[config.mk]
export PLATFORM = sky130hd
export DESIGN_NAME = decode_stage_flat
export DESIGN_NICKNAME = d
export VERILOG_FILES = /design/src/rtl/decode_pkg.sv /design/src/rtl/decode_if.sv /design/src/rtl/decode_imm_gen.sv /design/src/rtl/decode_stage.sv /design/src/flat_wrapper.sv
export SDC_FILE = /design/constraint.sdc
export NUM_CORES = 1
export LEC_CHECK = 0
export CAP_MARGIN = 20
export CORE_AREA = 2 2 178 180
export DETAILED_ROUTE_END_ITERATION = 10
export DIE_AREA = 0 0 180 182
export SYNTH_ARGS = -nofsm -noshare
export SYNTH_HDL_FRONTEND = slang
export SYNTH_SLANG_ARGS = --single-unit
[constraint.sdc]
create_clock -name clk -period 9.25 [get_ports clk]
set_input_delay 1.85 -clock clk [delete_from_list [all_inputs] [get_ports clk]]
set_output_delay 1.85 -clock clk [all_outputs]
set_load 0.02 [all_outputs]
[src/rtl/decode_pkg.sv]
// decode_pkg: opcodes, ALU op and immediate encodings, and control/packet types shared by the decode stage
package decode_pkg;
  localparam logic [6:0] OP_LUI    = 7'b0110111;
  localparam logic [6:0] OP_AUIPC  = 7'b0010111;
  localparam logic [6:0] OP_JAL    = 7'b1101111;
  localparam logic [6:0] OP_JALR   = 7'b1100111;
  localparam logic [6:0] OP_BRANCH = 7'b1100011;
  localparam logic [6:0] OP_LOAD   = 7'b0000011;
  localparam logic [6:0] OP_STORE  = 7'b0100011;
  localparam logic [6:0] OP_ARITHI = 7'b0010011;
  localparam logic [6:0] OP_ARITH  = 7'b0110011;
  localparam logic [6:0] OP_FENCE  = 7'b0001111;
  localparam logic [6:0] OP_SYSTEM = 7'b1110011;
  typedef enum logic [3:0] {INVL, ADD, SUB, AND, OR, XOR, SLL, SRL, SRA, SLT, SLTU} alu_op_e;
  typedef enum logic [2:0] {IMM_I, IMM_S, IMM_B, IMM_J, IMM_U, IMM_N} imm_type_e;
  typedef struct packed {
    logic       reg_write;
    logic       mem_read;
    logic       mem_write;
    logic       is_jump;
    logic       is_branch;
    alu_op_e    alu_op;
    logic       as1;
    logic       as2;
    logic [1:0] result_src;
    logic [2:0] funct3;
    logic       is_muldiv;
  } ctrl_t;
  typedef struct packed {
    logic [31:0] instr;
    logic [31:0] pc;
    logic        bp_taken;
    logic [31:0] bp_target;
  } fetch_pkt_t;
  // alt selects SUB for funct3=000 and SRA for funct3=101
  function automatic alu_op_e alu_from_f3(input logic [2:0] f3, input logic alt);
    return f3 == 3'b000 ? (alt ? SUB : ADD) :
           f3 == 3'b001 ? SLL :
           f3 == 3'b010 ? SLT :
           f3 == 3'b011 ? SLTU :
           f3 == 3'b100 ? XOR :
           f3 == 3'b101 ? (alt ? SRA : SRL) :
           f3 == 3'b110 ? OR : AND;
  endfunction
endpackage

[src/rtl/decode_if.sv]
// decode_if: fetch-side and execute-side handshake/bus signals of the decode stage
interface decode_if #(parameter int XLEN = 32);
  import decode_pkg::*;
  logic            in_valid;
  logic            in_ready;
  logic [31:0]     instr_in;
  logic [XLEN-1:0] pc_in;
  logic            bp_taken_in;
  logic [XLEN-1:0] bp_target_in;
  logic            flush;
  logic            out_valid;
  logic            out_ready;
  logic [31:0]     instr_out;
  logic [XLEN-1:0] pc_out;
  logic [XLEN-1:0] pcplus4_out;
  logic            bp_taken_out;
  logic [XLEN-1:0] bp_target_out;
  logic [4:0]      rs1;
  logic [4:0]      rs2;
  logic [4:0]      rd;
  logic [XLEN-1:0] imm_out;
  ctrl_t           ctrl_out;
  logic            illegal;
  modport master (
    output in_valid, instr_in, pc_in, bp_taken_in, bp_target_in, flush, out_ready,
    input  in_ready, out_valid, instr_out, pc_out, pcplus4_out, bp_taken_out, bp_target_out,
           rs1, rs2, rd, imm_out, ctrl_out, illegal
  );
  modport slave (
    input  in_valid, instr_in, pc_in, bp_taken_in, bp_target_in, flush, out_ready,
    output in_ready, out_valid, instr_out, pc_out, pcplus4_out, bp_taken_out, bp_target_out,
           rs1, rs2, rd, imm_out, ctrl_out, illegal
  );
endinterface

[src/rtl/decode_imm_gen.sv]
// decode_imm_gen: builds the sign-extended immediate for each RV32 immediate format
module decode_imm_gen
  import decode_pkg::*;
#(
  parameter int XLEN = 32
) (
  input  logic [31:7]     instr,
  input  imm_type_e       imm_type,
  output logic [XLEN-1:0] imm
);
  logic [31:0] imm32;
  // opcode bits never contribute to an immediate, so only [31:7] is taken
  always_comb begin
    imm32 = imm_type == IMM_I ? {{20{instr[31]}}, instr[31:20]} :
            imm_type == IMM_S ? {{20{instr[31]}}, instr[31:25], instr[11:7]} :
            imm_type == IMM_B ? {{19{instr[31]}}, instr[31], instr[7], instr[30:25], instr[11:8], 1'b0} :
            imm_type == IMM_J ? {{11{instr[31]}}, instr[31], instr[19:12], instr[20], instr[30:21], 1'b0} :
            imm_type == IMM_U ? {instr[31:12], 12'b0} : 32'b0;
    imm = XLEN'($signed(imm32));
  end
endmodule

[src/rtl/decode_stage.sv]
// decode_stage: fetch-packet queue plus combinational RV32 decode of the head entry (RV32M via DECODE_M_EXT_EN)
module decode_stage
  import decode_pkg::*;
#(
  parameter int          XLEN      = 32,
  parameter int          DEPTH     = 2,
  parameter logic [31:0] NOP_INSTR = 32'h33
) (
  input logic     clk,
  input logic     rst_n,
  decode_if.slave bus
);
  localparam int AW = $clog2(DEPTH);
  typedef struct packed {
    logic [31:0]     instr;
    logic [XLEN-1:0] pc;
    logic            bp_taken;
    logic [XLEN-1:0] bp_target;
  } pkt_t;
  pkt_t          mem_q [DEPTH];
  pkt_t          head;
  logic [AW-1:0] wr_ptr_q, wr_ptr_d, rd_ptr_q, rd_ptr_d;
  logic [AW:0]   count_q, count_d;
  logic          push, pop, bad;
  logic [6:0]    opc, f7;
  logic [2:0]    f3;
  ctrl_t         ctrl;
  imm_type_e     imm_type;
  assign bus.in_ready  = count_q != (AW+1)'(DEPTH);
  assign bus.out_valid = count_q != '0;
  assign push = bus.in_valid && bus.in_ready;
  assign pop  = bus.out_valid && bus.out_ready;
  // pointer/count update; flush discards everything including this cycle's push and pop
  always_comb begin
    wr_ptr_d = bus.flush ? '0 : wr_ptr_q + AW'(push);
    rd_ptr_d = bus.flush ? '0 : rd_ptr_q + AW'(pop);
    count_d  = bus.flush ? '0 : count_q + (AW+1)'(push) - (AW+1)'(pop);
  end
  // queue bookkeeping state, cleared asynchronously
  always_ff @(posedge clk or negedge rst_n) begin
    if (!rst_n) begin
      wr_ptr_q <= '0;
      rd_ptr_q <= '0;
      count_q  <= '0;
    end else begin
      wr_ptr_q <= wr_ptr_d;
      rd_ptr_q <= rd_ptr_d;
      count_q  <= count_d;
    end
  end
  // packet storage needs no reset: empty slots are never presented
  always_ff @(posedge clk) begin
    if (push && !bus.flush) mem_q[wr_ptr_q] <= {bus.instr_in, bus.pc_in, bus.bp_taken_in, bus.bp_target_in};
  end
  assign head = bus.out_valid ? mem_q[rd_ptr_q] : {NOP_INSTR, XLEN'(0), 1'b0, XLEN'(0)};
  assign opc  = head.instr[6:0];
  assign f3   = head.instr[14:12];
  assign f7   = head.instr[31:25];
  // opcode decode into the control bundle, then squash side effects of illegal encodings
  always_comb begin
    ctrl        = '0;
    ctrl.alu_op = INVL;
    ctrl.funct3 = f3;
    imm_type    = IMM_N;
    bad         = 1'b0;
    case (opc)
      OP_ARITH: begin
        ctrl.reg_write = 1'b1;
        if (f7 == 7'b0000001) begin
`ifdef DECODE_M_EXT_EN
          ctrl.is_muldiv = 1'b1;
`else
          bad = 1'b1;
`endif
        end else begin
          ctrl.alu_op = alu_from_f3(f3, f7[5]);
          bad = f7 != 7'b0 && !(f7 == 7'b0100000 && (f3 == 3'b000 || f3 == 3'b101));
        end
      end
      OP_ARITHI: begin
        ctrl.reg_write = 1'b1;
        ctrl.alu_op    = alu_from_f3(f3, f3 == 3'b101 && f7[5]);
        ctrl.as2       = 1'b1;
        imm_type       = IMM_I;
      end
      OP_LOAD: begin
        ctrl.reg_write  = 1'b1;
        ctrl.mem_read   = 1'b1;
        ctrl.alu_op     = ADD;
        ctrl.as2        = 1'b1;
        ctrl.result_src = 2'b01;
        imm_type        = IMM_I;
      end
      OP_STORE: begin
        ctrl.mem_write = 1'b1;
        ctrl.alu_op    = ADD;
        ctrl.as2       = 1'b1;
        imm_type       = IMM_S;
      end
      OP_BRANCH: begin
        ctrl.is_branch = 1'b1;
        imm_type       = IMM_B;
      end
      OP_JAL: begin
        ctrl.reg_write  = 1'b1;
        ctrl.is_jump    = 1'b1;
        ctrl.alu_op     = ADD;
        ctrl.as1        = 1'b1;
        ctrl.as2        = 1'b1;
        ctrl.result_src = 2'b10;
        imm_type        = IMM_J;
      end
      OP_JALR: begin
        ctrl.reg_write  = 1'b1;
        ctrl.is_jump    = 1'b1;
        ctrl.alu_op     = ADD;
        ctrl.as2        = 1'b1;
        ctrl.result_src = 2'b10;
        imm_type        = IMM_I;
      end
      OP_LUI, OP_AUIPC: begin
        ctrl.reg_write = 1'b1;
        ctrl.alu_op    = ADD;
        ctrl.as1       = opc == OP_AUIPC;
        ctrl.as2       = 1'b1;
        imm_type       = IMM_U;
      end
      OP_FENCE: ;
      default: bad = 1'b1;
    endcase
    if (bad) begin
      ctrl.reg_write = 1'b0;
      ctrl.mem_read  = 1'b0;
      ctrl.mem_write = 1'b0;
      ctrl.is_jump   = 1'b0;
      ctrl.is_branch = 1'b0;
      ctrl.alu_op    = INVL;
    end
  end
  decode_imm_gen #(.XLEN(XLEN)) u_imm (
    .instr    (head.instr[31:7]),
    .imm_type (imm_type),
    .imm      (bus.imm_out)
  );
  assign bus.instr_out     = head.instr;
  assign bus.pc_out        = head.pc;
  assign bus.pcplus4_out   = head.pc + XLEN'(4);
  assign bus.bp_taken_out  = head.bp_taken;
  assign bus.bp_target_out = head.bp_target;
  assign bus.rs1           = opc == OP_LUI ? 5'd0 : head.instr[19:15];
  assign bus.rs2           = head.instr[24:20];
  assign bus.rd            = head.instr[11:7];
  assign bus.ctrl_out      = ctrl;
  assign bus.illegal       = bad;
endmodule

[src/flat_wrapper.sv]
// flat-port wrapper written by rule: the top's interface ports become plain ports
module decode_stage_flat import decode_pkg::*;
#(
  parameter int          XLEN      = 32,
  parameter int          DEPTH     = 2,
  parameter logic [31:0] NOP_INSTR = 32'h33
)
  (clk, rst_n, bus_in_valid, bus_instr_in, bus_pc_in, bus_bp_taken_in, bus_bp_target_in, bus_flush, bus_out_ready, bus_in_ready, bus_out_valid, bus_instr_out, bus_pc_out, bus_pcplus4_out, bus_bp_taken_out, bus_bp_target_out, bus_rs1, bus_rs2, bus_rd, bus_imm_out, bus_ctrl_out, bus_illegal);
  decode_if #(.XLEN(XLEN)) bus_i ();
  input logic clk;
  input logic rst_n;
  input wire logic [$bits(bus_i.in_valid)-1:0] bus_in_valid;
  input wire logic [$bits(bus_i.instr_in)-1:0] bus_instr_in;
  input wire logic [$bits(bus_i.pc_in)-1:0] bus_pc_in;
  input wire logic [$bits(bus_i.bp_taken_in)-1:0] bus_bp_taken_in;
  input wire logic [$bits(bus_i.bp_target_in)-1:0] bus_bp_target_in;
  input wire logic [$bits(bus_i.flush)-1:0] bus_flush;
  input wire logic [$bits(bus_i.out_ready)-1:0] bus_out_ready;
  output wire logic [$bits(bus_i.in_ready)-1:0] bus_in_ready;
  output wire logic [$bits(bus_i.out_valid)-1:0] bus_out_valid;
  output wire logic [$bits(bus_i.instr_out)-1:0] bus_instr_out;
  output wire logic [$bits(bus_i.pc_out)-1:0] bus_pc_out;
  output wire logic [$bits(bus_i.pcplus4_out)-1:0] bus_pcplus4_out;
  output wire logic [$bits(bus_i.bp_taken_out)-1:0] bus_bp_taken_out;
  output wire logic [$bits(bus_i.bp_target_out)-1:0] bus_bp_target_out;
  output wire logic [$bits(bus_i.rs1)-1:0] bus_rs1;
  output wire logic [$bits(bus_i.rs2)-1:0] bus_rs2;
  output wire logic [$bits(bus_i.rd)-1:0] bus_rd;
  output wire logic [$bits(bus_i.imm_out)-1:0] bus_imm_out;
  output wire logic [$bits(bus_i.ctrl_out)-1:0] bus_ctrl_out;
  output wire logic [$bits(bus_i.illegal)-1:0] bus_illegal;
  assign bus_i.in_valid = bus_in_valid;
  assign bus_i.instr_in = bus_instr_in;
  assign bus_i.pc_in = bus_pc_in;
  assign bus_i.bp_taken_in = bus_bp_taken_in;
  assign bus_i.bp_target_in = bus_bp_target_in;
  assign bus_i.flush = bus_flush;
  assign bus_i.out_ready = bus_out_ready;
  assign bus_in_ready = bus_i.in_ready;
  assign bus_out_valid = bus_i.out_valid;
  assign bus_instr_out = bus_i.instr_out;
  assign bus_pc_out = bus_i.pc_out;
  assign bus_pcplus4_out = bus_i.pcplus4_out;
  assign bus_bp_taken_out = bus_i.bp_taken_out;
  assign bus_bp_target_out = bus_i.bp_target_out;
  assign bus_rs1 = bus_i.rs1;
  assign bus_rs2 = bus_i.rs2;
  assign bus_rd = bus_i.rd;
  assign bus_imm_out = bus_i.imm_out;
  assign bus_ctrl_out = bus_i.ctrl_out;
  assign bus_illegal = bus_i.illegal;
  decode_stage #(.XLEN(XLEN), .DEPTH(DEPTH), .NOP_INSTR(NOP_INSTR)) u_core (.clk(clk), .rst_n(rst_n), .bus(bus_i));
endmodule
==> results of run 1 <==
## layer usage
layer	share of wire, %	routed length [um]
met1	42	10300
met2	50	12400
met5	0.053	13
met4	1.8	434
met3	6.2	1520
## stage by stage
stage	hold slack (ns)	instances	worst slack, ns
2_1_floorplan	0.518	688	0.00972
3_3_place_gp	0.574	1347	3.34
3_5_place_dp	0.589	1347	3.36
4_1_cts	0.609	1378	2.88
5_1_grt	0.677	1382	2.56
6_report	0.603	1384	2.94
## flip-flops by register name, summed over array words and instances, names as in the netlist
| signal | flops |
|---|---|
| u_core.rd_ptr_q | 1 |
| u_core.wr_ptr_q | 1 |
| u_core.count_q | 2 |
| u_core.mem_q | 194 |
## where the power goes
group          internal, mW  switching (mW)  leakage [nW]
registers              1.08          0.0447          1.83
clock network         0.356           0.357         0.278
logic                 0.779            1.06          2.26
total                  2.21            1.46          4.36
## synthesized netlist by cell type, drive strengths merged, types with 3 or more instances
cell,instances
edfxtp,194
nor2,103
mux2i,81
nand2,48
buf,40
inv,28
o21ai,25
nor3,23
xnor2,22
mux2,16
nand3,14
xor2,10
a21oi,9
clkbuf,6
or2,6
nand4,5
dfrtp,4
nand3b,4
nor4,4
o32ai,4
and2,3
ha,3
o22ai,3
or3,3
## cell families after synthesis
kind of cell             count (synthesis)  synth area share (%)
flip-flops                             198                  65.0
AO/OA/AOI/OAI                           60                  4.39
buffers and inverters                   76                  4.68
XOR/XNOR                                32                  3.07
multiplexers                            97                  10.9
other                                    1                0.0411
adder cells (fa/ha/maj)                  3                 0.412
AND/OR/NAND/NOR                        221                  11.6
## worst max path at each step
stage,startpoint,to,slack [ns],cells past startpoint
final,u_core.count_q[1]$_DFF_PN0_,bus_imm_out[15],2.94,9
after global routing,u_core.count_q[1]$_DFF_PN0_,bus_imm_out[14],2.56,9
after CTS,u_core.count_q[1]$_DFF_PN0_,bus_imm_out[14],2.88,9
after detailed placement,u_core.count_q[1]$_DFF_PN0_,bus_imm_out[14],3.36,9
after global placement,u_core.count_q[1]$_DFF_PN0_,bus_imm_out[13],3.34,9
after floorplan,bus_flush,u_core.mem_q[0][0]$_DFFE_PP_,0.01,1
## worst max-delay path, stage by stage, from the launching register on
cell and delay, ns:
dfrtp_1 0.42, nor2_4 0.14, inv_2 0.40, and2_1 0.41
clkinv_1 0.33, o21ai_0 0.30, nand4b_1 0.60, or2_0 0.60
o21ai_0 0.17, clkdlybuf4s50_1 0.64
## cells in the final DEF (no fill, tap or decap), types with 2 or more instances in the layout
master	count
clkdlybuf4s50_1	296
edfxtp_1	194
nor2_1	101
mux2i_1	81
nand2_1	47
inv_1	26
o21ai_0	25
xnor2_1	22
nor3_1	18
clkbuf_16	17
mux2_2	16
nand3_1	13
xor2_1	10
a21oi_1	9
buf_4	7
diode_2	6
clkinv_4	6
or2_2	5
nor3_2	5
nand3b_1	4
o32ai_1	4
inv_8	4
nand4_1	3
and2_1	3
o22ai_1	3
ha_1	3
dfrtp_1	3
inv_2	2
nand2b_1	2
nand4_4	2
or3_1	2
clkinv_1	2
o211ai_1	2
a22oi_1	2
nor4_1	2
and3_1	2
nor2b_1	2
inv_6	2
## cell type report
class	count	area (um^2)
Multi-Input combinational cell	414	2790
Timing Repair Buffer	303	3020
Inverter	30	113
Clock inverter	14	136
Clock buffer	17	425
Fill cell	2907	18100
Sequential cell	198	5930
Tap cell	402	503
Antenna cell	6	15.0
==> reports/qor.csv, run 1 <==
metric,value,unit
yosys.area.top_type,edfxtp_1,
max-slew-margin-rel,34.6,%
antenna_found_initial,7,
clk_pin_slew,0.07,ns
p_leak,4.36,nW
grt_start_max_net_pins,79,
critPathArrivalTime,4.46,ns
place_hpwl,17700,um
via_per_inst,4.55,
rows,65,
maxCapViolCount,0,
irDropWorstVdd,0.114,mV
syn_inst,688,
hold_path.class,reg2reg,
drt-initial-drc-count,308,
grt_first_pass_wirelength,37200,um
min_from,u_core.wr_ptr_q$_DFF_PN0_,
syn_to_final_growth,41.7,%
r2r.worst_path.cells,9,
cts_setup_buffers,0,
tightest_slew,0.982,ns
cts_hold_buf,0,
grt_use_total,14.8,%
wl,24700,um
cts_tree,yes,
period_needed,6.31,ns
grt_busiest_layer,met2,
fin_crit_sh,68.3,%
cts.sinks,198,
maxSlewViolCount,0,
synth_ff_type,edfxtp_1,
drc_errors,0,
synth_edf_count,194,
num_io_pins,298,
wl_per_cell,17.8,um
crit_type,reg2out,
core_area,31000,um^2
min_path_cells,2,
num_vias,6291,
required,7.40,ns
drive_above_1_share,8.09,%
h-tree-depth,4,
ctsResizeCount,0,
synth-seq-area-share,65.0,%
fin_setup_tns,0,ns
startpoint_type,flop,
outcome,finished clean,
r2r_slack,6.71,ns
synth.cell_area,9120,um^2
ys_ff_latch,198,
yosysWarnings,0,
met1_usage,17.5,%
rsz0062_at_grt,no,
grt_pass1_vias,6516,
endpoint_kind,primary output,
met2_usage,25.6,%
r2r-end,u_core.count_q[1]$_DFF_PN0_,
fp.dieW,180,um
setup_violations,0,
synthArstFlopShare,2.02,%
min_to,u_core.wr_ptr_q$_DFF_PN0_,
clock_skew,0.0175,ns
clk_path_buf_depth,2,
synth.area.top_cells,"edfxtp_1 64%, mux2i_1 8.9%, nor2_1 4.2%",
grt-ovfl-total,0,
drtPass1Iterations,4,
yosysUniqueCellTypes,63,
cp_max_fo,25,
syn_area_per_cell,13.3,um^2
place_area,12400,um^2
die_area,32800,um^2
synth_nets,793,
worstReg2RegStart,u_core.count_q[1]$_DFF_PN0_,
clock.fmax,0.158,GHz
power,3.68,mW
globalRouteMet3Util,4.15,%
fp.dieH,182,um
initial_utilization,29.4,%
hold_viol_final,0,
ctsRootBufferMaster,clkbuf_16,
power.density,284,nW/um^2
design_area,12900,um^2
numCtsBuffers,17,
worstSkewPairLatency,0.44,ns
synth_top_area_share,63.9,%
fin_util,41.7,%
port_buffers,296,
globalplace.congestion,0.812,
finalNetCount,1069,
postRouteAntennaNets,0,
(Power assumes the default switching activity.)
==> run 2, diff against run 1 <==
==> constraint.sdc (replaced) <==
create_clock -name clk -period 5.9 [get_ports clk]
set_input_delay 1.18 -clock clk [delete_from_list [all_inputs] [get_ports clk]]
set_output_delay 1.18 -clock clk [all_outputs]
set_load 0.02 [all_outputs]
==> reports/qor.csv, run 2 (synthesis results as in run 1) <==
metric,value,unit,change
place_hpwl,17900,um,was 17700 um
worstSkewPairLatency,0.43,ns,was 0.44 ns
clock_skew,0.0156,ns,was 0.0175 ns
r2r_slack,3.77,ns,was 6.71 ns
r2r-end,u_core.count_q[1]$_DFF_PN0_,,unchanged
final_cells,1385,,was 1384
globalplace.congestion,0.812,,about the same
drt-initial-drc-count,265,,was 308
max-slew-margin-rel,42.4,%,was 34.6%
p_sw,2.31,mW,was 1.46 mW
numCtsBuffers,17,,unchanged
r2r.worst_path.cells,9,,unchanged
cts_setup_buffers,0,,unchanged
outcome,finished clean,,unchanged
maxCapViolCount,0,,unchanged
p_sw_share,39.2,%,was 39.8%
initial_utilization,29.4,%,unchanged
irDropWorstVdd,0.192,mV,was 0.114 mV
wl_per_cell,17.8,um,about the same
cpPeakStageDelay,0.87,ns,was 0.64 ns
p_seq_share,30.2,%,was 30.6%
cts_tree,yes,,unchanged
min_to,u_core.wr_ptr_q$_DFF_PN0_,,unchanged
nFillCells,2896,,was 2907
worstReg2RegStart,u_core.count_q[1]$_DFF_PN0_,,unchanged
finalNetCount,1072,,was 1069
min_path_cells,2,,unchanged
critPathArrivalTime,3.98,ns,was 4.46 ns
pre_cts_slack,1.14,ns,was 3.36 ns
clock.fmax,0.194,GHz,
maxSlewViolCount,0,,unchanged
rows,65,,unchanged
layout.cells.most_common,clkdlybuf4s50_1,,unchanged
num_vias,6355,,was 6291
drc_errors,0,,unchanged
largest_reg_flops,194,,unchanged
grt_first_pass_wirelength,37300,um,was 37200 um
final_cell_mix,"296 x clkdlybuf4s50_1, 194 x edfxtp_1, 101 x nor2_1",,unchanged
cp_top_family,buffers and inverters,,was simple AND/OR/NAND/NOR gates
clk_pin_slew,0.08,ns,was 0.07 ns
fin_setup_tns,0,ns,unchanged
fp.dieW,180,um,unchanged
top_regs,"u_core.mem_q: 194 flops, u_core.count_q: 2 flops",,unchanged
crit_type,reg2out,,unchanged
p_leak,4.40,nW,was 4.36 nW
wl,24700,um,about the same
ctsRootBufferMaster,clkbuf_16,,unchanged
fin_crit_sh,87.5,%,
fp.dieH,182,um,unchanged
syn_to_final_growth,42.7,%,was 41.7%
hold_viol_final,0,,unchanged
ctsResizeCount,0,,unchanged
setup_violations,0,,unchanged
die_area,32800,um^2,unchanged
rsz0062_at_grt,no,,unchanged
postRouteAntennaNets,0,,unchanged
drtPass1Iterations,4,,unchanged
pwr-share-comb,49.1,%,was 50.0%
required,4.72,ns,was 7.40 ns
endpoint_kind,primary output,,unchanged
hold_path.class,reg2reg,,unchanged
period_needed,5.16,ns,
p_clk_share,20.7,%,was 19.4%
startpoint_type,flop,,unchanged
port_buffers,296,,unchanged
cts_hold_buf,0,,unchanged
grt-ovfl-total,0,,unchanged
cp_slowest_cell,dfrtp_4,,was clkdlybuf4s50_1
drive_above_1_share,8.37,%,was 8.09%
p_int,3.57,mW,was 2.21 mW
power.density,452,nW/um^2,was 284 nW/um^2
tightest_slew,0.864,ns,was 0.982 ns
h-tree-depth,4,,unchanged
cp_cell_sequence,"mux2i_1, and2_1, clkinv_1, nand3_1, mux2i_1, a21oi_1, o32ai_1, clkdlybuf4s50_1",,"was nor2_4, inv_2, and2_1, clkinv_1, o21ai_0, nand4b_1, or2_0, o21ai_0, clkdlybuf4s50_1"
grt_start_max_net_pins,63,,was 79
min_from,u_core.wr_ptr_q$_DFF_PN0_,,unchanged
crit_path_frequent_cell,mux2i_1,,was o21ai_0
place_inst,1350,,was 1347
via_per_inst,4.59,,was 4.55
worst_slack,0.738,ns,was 2.94 ns
grt_pass1_vias,6511,,was 6516
cp_max_fo,45,,was 25
fin_util,42.0,%,was 41.7%
clk_path_buf_depth,2,,unchanged
grt_use_total,14.8,%,about the same
num_io_pins,298,,unchanged
regMostFlops,u_core.mem_q,,unchanged
cts.sinks,198,,unchanged
antenna_found_initial,6,,was 7
core_area,31000,um^2,unchanged
cp.buffers_inverters,2,,was 3
## run 2: stage by stage
stage          total power [mW]  hold WS (ns)  area (um^2)
2_1_floorplan              3.52         0.536         9130
6_report                   5.88         0.631        13000
3_5_place_dp               4.73         0.621        12400
4_1_cts                    5.98         0.636        13000
3_3_place_gp               4.71         0.609        12400
5_1_grt                    6.20         0.674        13000
## run 2: cell type report
class / count / area (um^2) / area share, %
Clock inverter: 15 / 205 / 1.58
Multi-Input combinational cell: 414 / 2800 / 21.5
Timing Repair Buffer: 306 / 3040 / 23.3
Antenna cell: 3 / 7.51 / 0.0577
Tap cell: 402 / 503 / 3.86
Inverter: 30 / 113 / 0.865
Clock buffer: 17 / 425 / 3.27
Sequential cell: 198 / 5930 / 45.5
## run 2: how the worst max path moves through the flow
stage | from | end | depth (start not counted)
5_1_grt | u_core.rd_ptr_q$_DFF_PN0_ | bus_pcplus4_out[30] | 8
3_5_place_dp | u_core.rd_ptr_q$_DFF_PN0_ | bus_imm_out[1] | 8
3_3_place_gp | u_core.rd_ptr_q$_DFF_PN0_ | bus_pcplus4_out[28] | 8
2_1_floorplan | bus_in_valid | u_core.mem_q[1][0]$_DFFE_PP_ | 2
6_report | u_core.rd_ptr_q$_DFF_PN0_ | bus_imm_out[1] | 8
4_1_cts | u_core.rd_ptr_q$_DFF_PN0_ | bus_imm_out[1] | 8
## run 2: power groups by stage
stage          clock network, mW  logic, mW  registers [mW]
2_1_floorplan                  0       1.76            1.76
3_3_place_gp                   0       2.90            1.81
3_5_place_dp                   0       2.92            1.81
4_1_cts                     1.27       2.93            1.78
5_1_grt                     1.32       3.08            1.79
6_report                    1.22       2.89            1.78
## run 2: worst register-to-register path, cell delays in order, from the launching register on
cell and delay (ns):
dfrtp_1 0.44, nor2_4 0.18, inv_2 0.24, and2_1 0.28, ha_1 0.28, inv_1 0.04
ha_1 0.20, xor2_1 0.15, xnor2_1 0.14, nor2_1 0.06
## run 2: layer usage
| metal | global-route usage (%) | up-vias | wire length (um) |
|---|---|---|---|
| met4 | 4.62 | 4 | 475 |
| met5 | 0 | - | 27 |
| li1 | - | 3046 | - |
| met1 | 17.8 | 3074 | 10300 |
| met3 | 4.37 | 23 | 1530 |
| met2 | 25.7 | 208 | 12400 |
==> run 3, diff against run 2 <==
--- a/config.mk
+++ b/config.mk
@@ -7,6 +7,7 @@
 export LEC_CHECK = 0
 export CAP_MARGIN = 20
 export CORE_AREA = 2 2 178 180
+export CTS_CLUSTER_DIAMETER = 80
 export DETAILED_ROUTE_END_ITERATION = 10
 export DIE_AREA = 0 0 180 182
 export SYNTH_ARGS = -nofsm -noshare
==> results of run 3 <==
The final DEF is identical to that of run 2; final timing and power are the same.
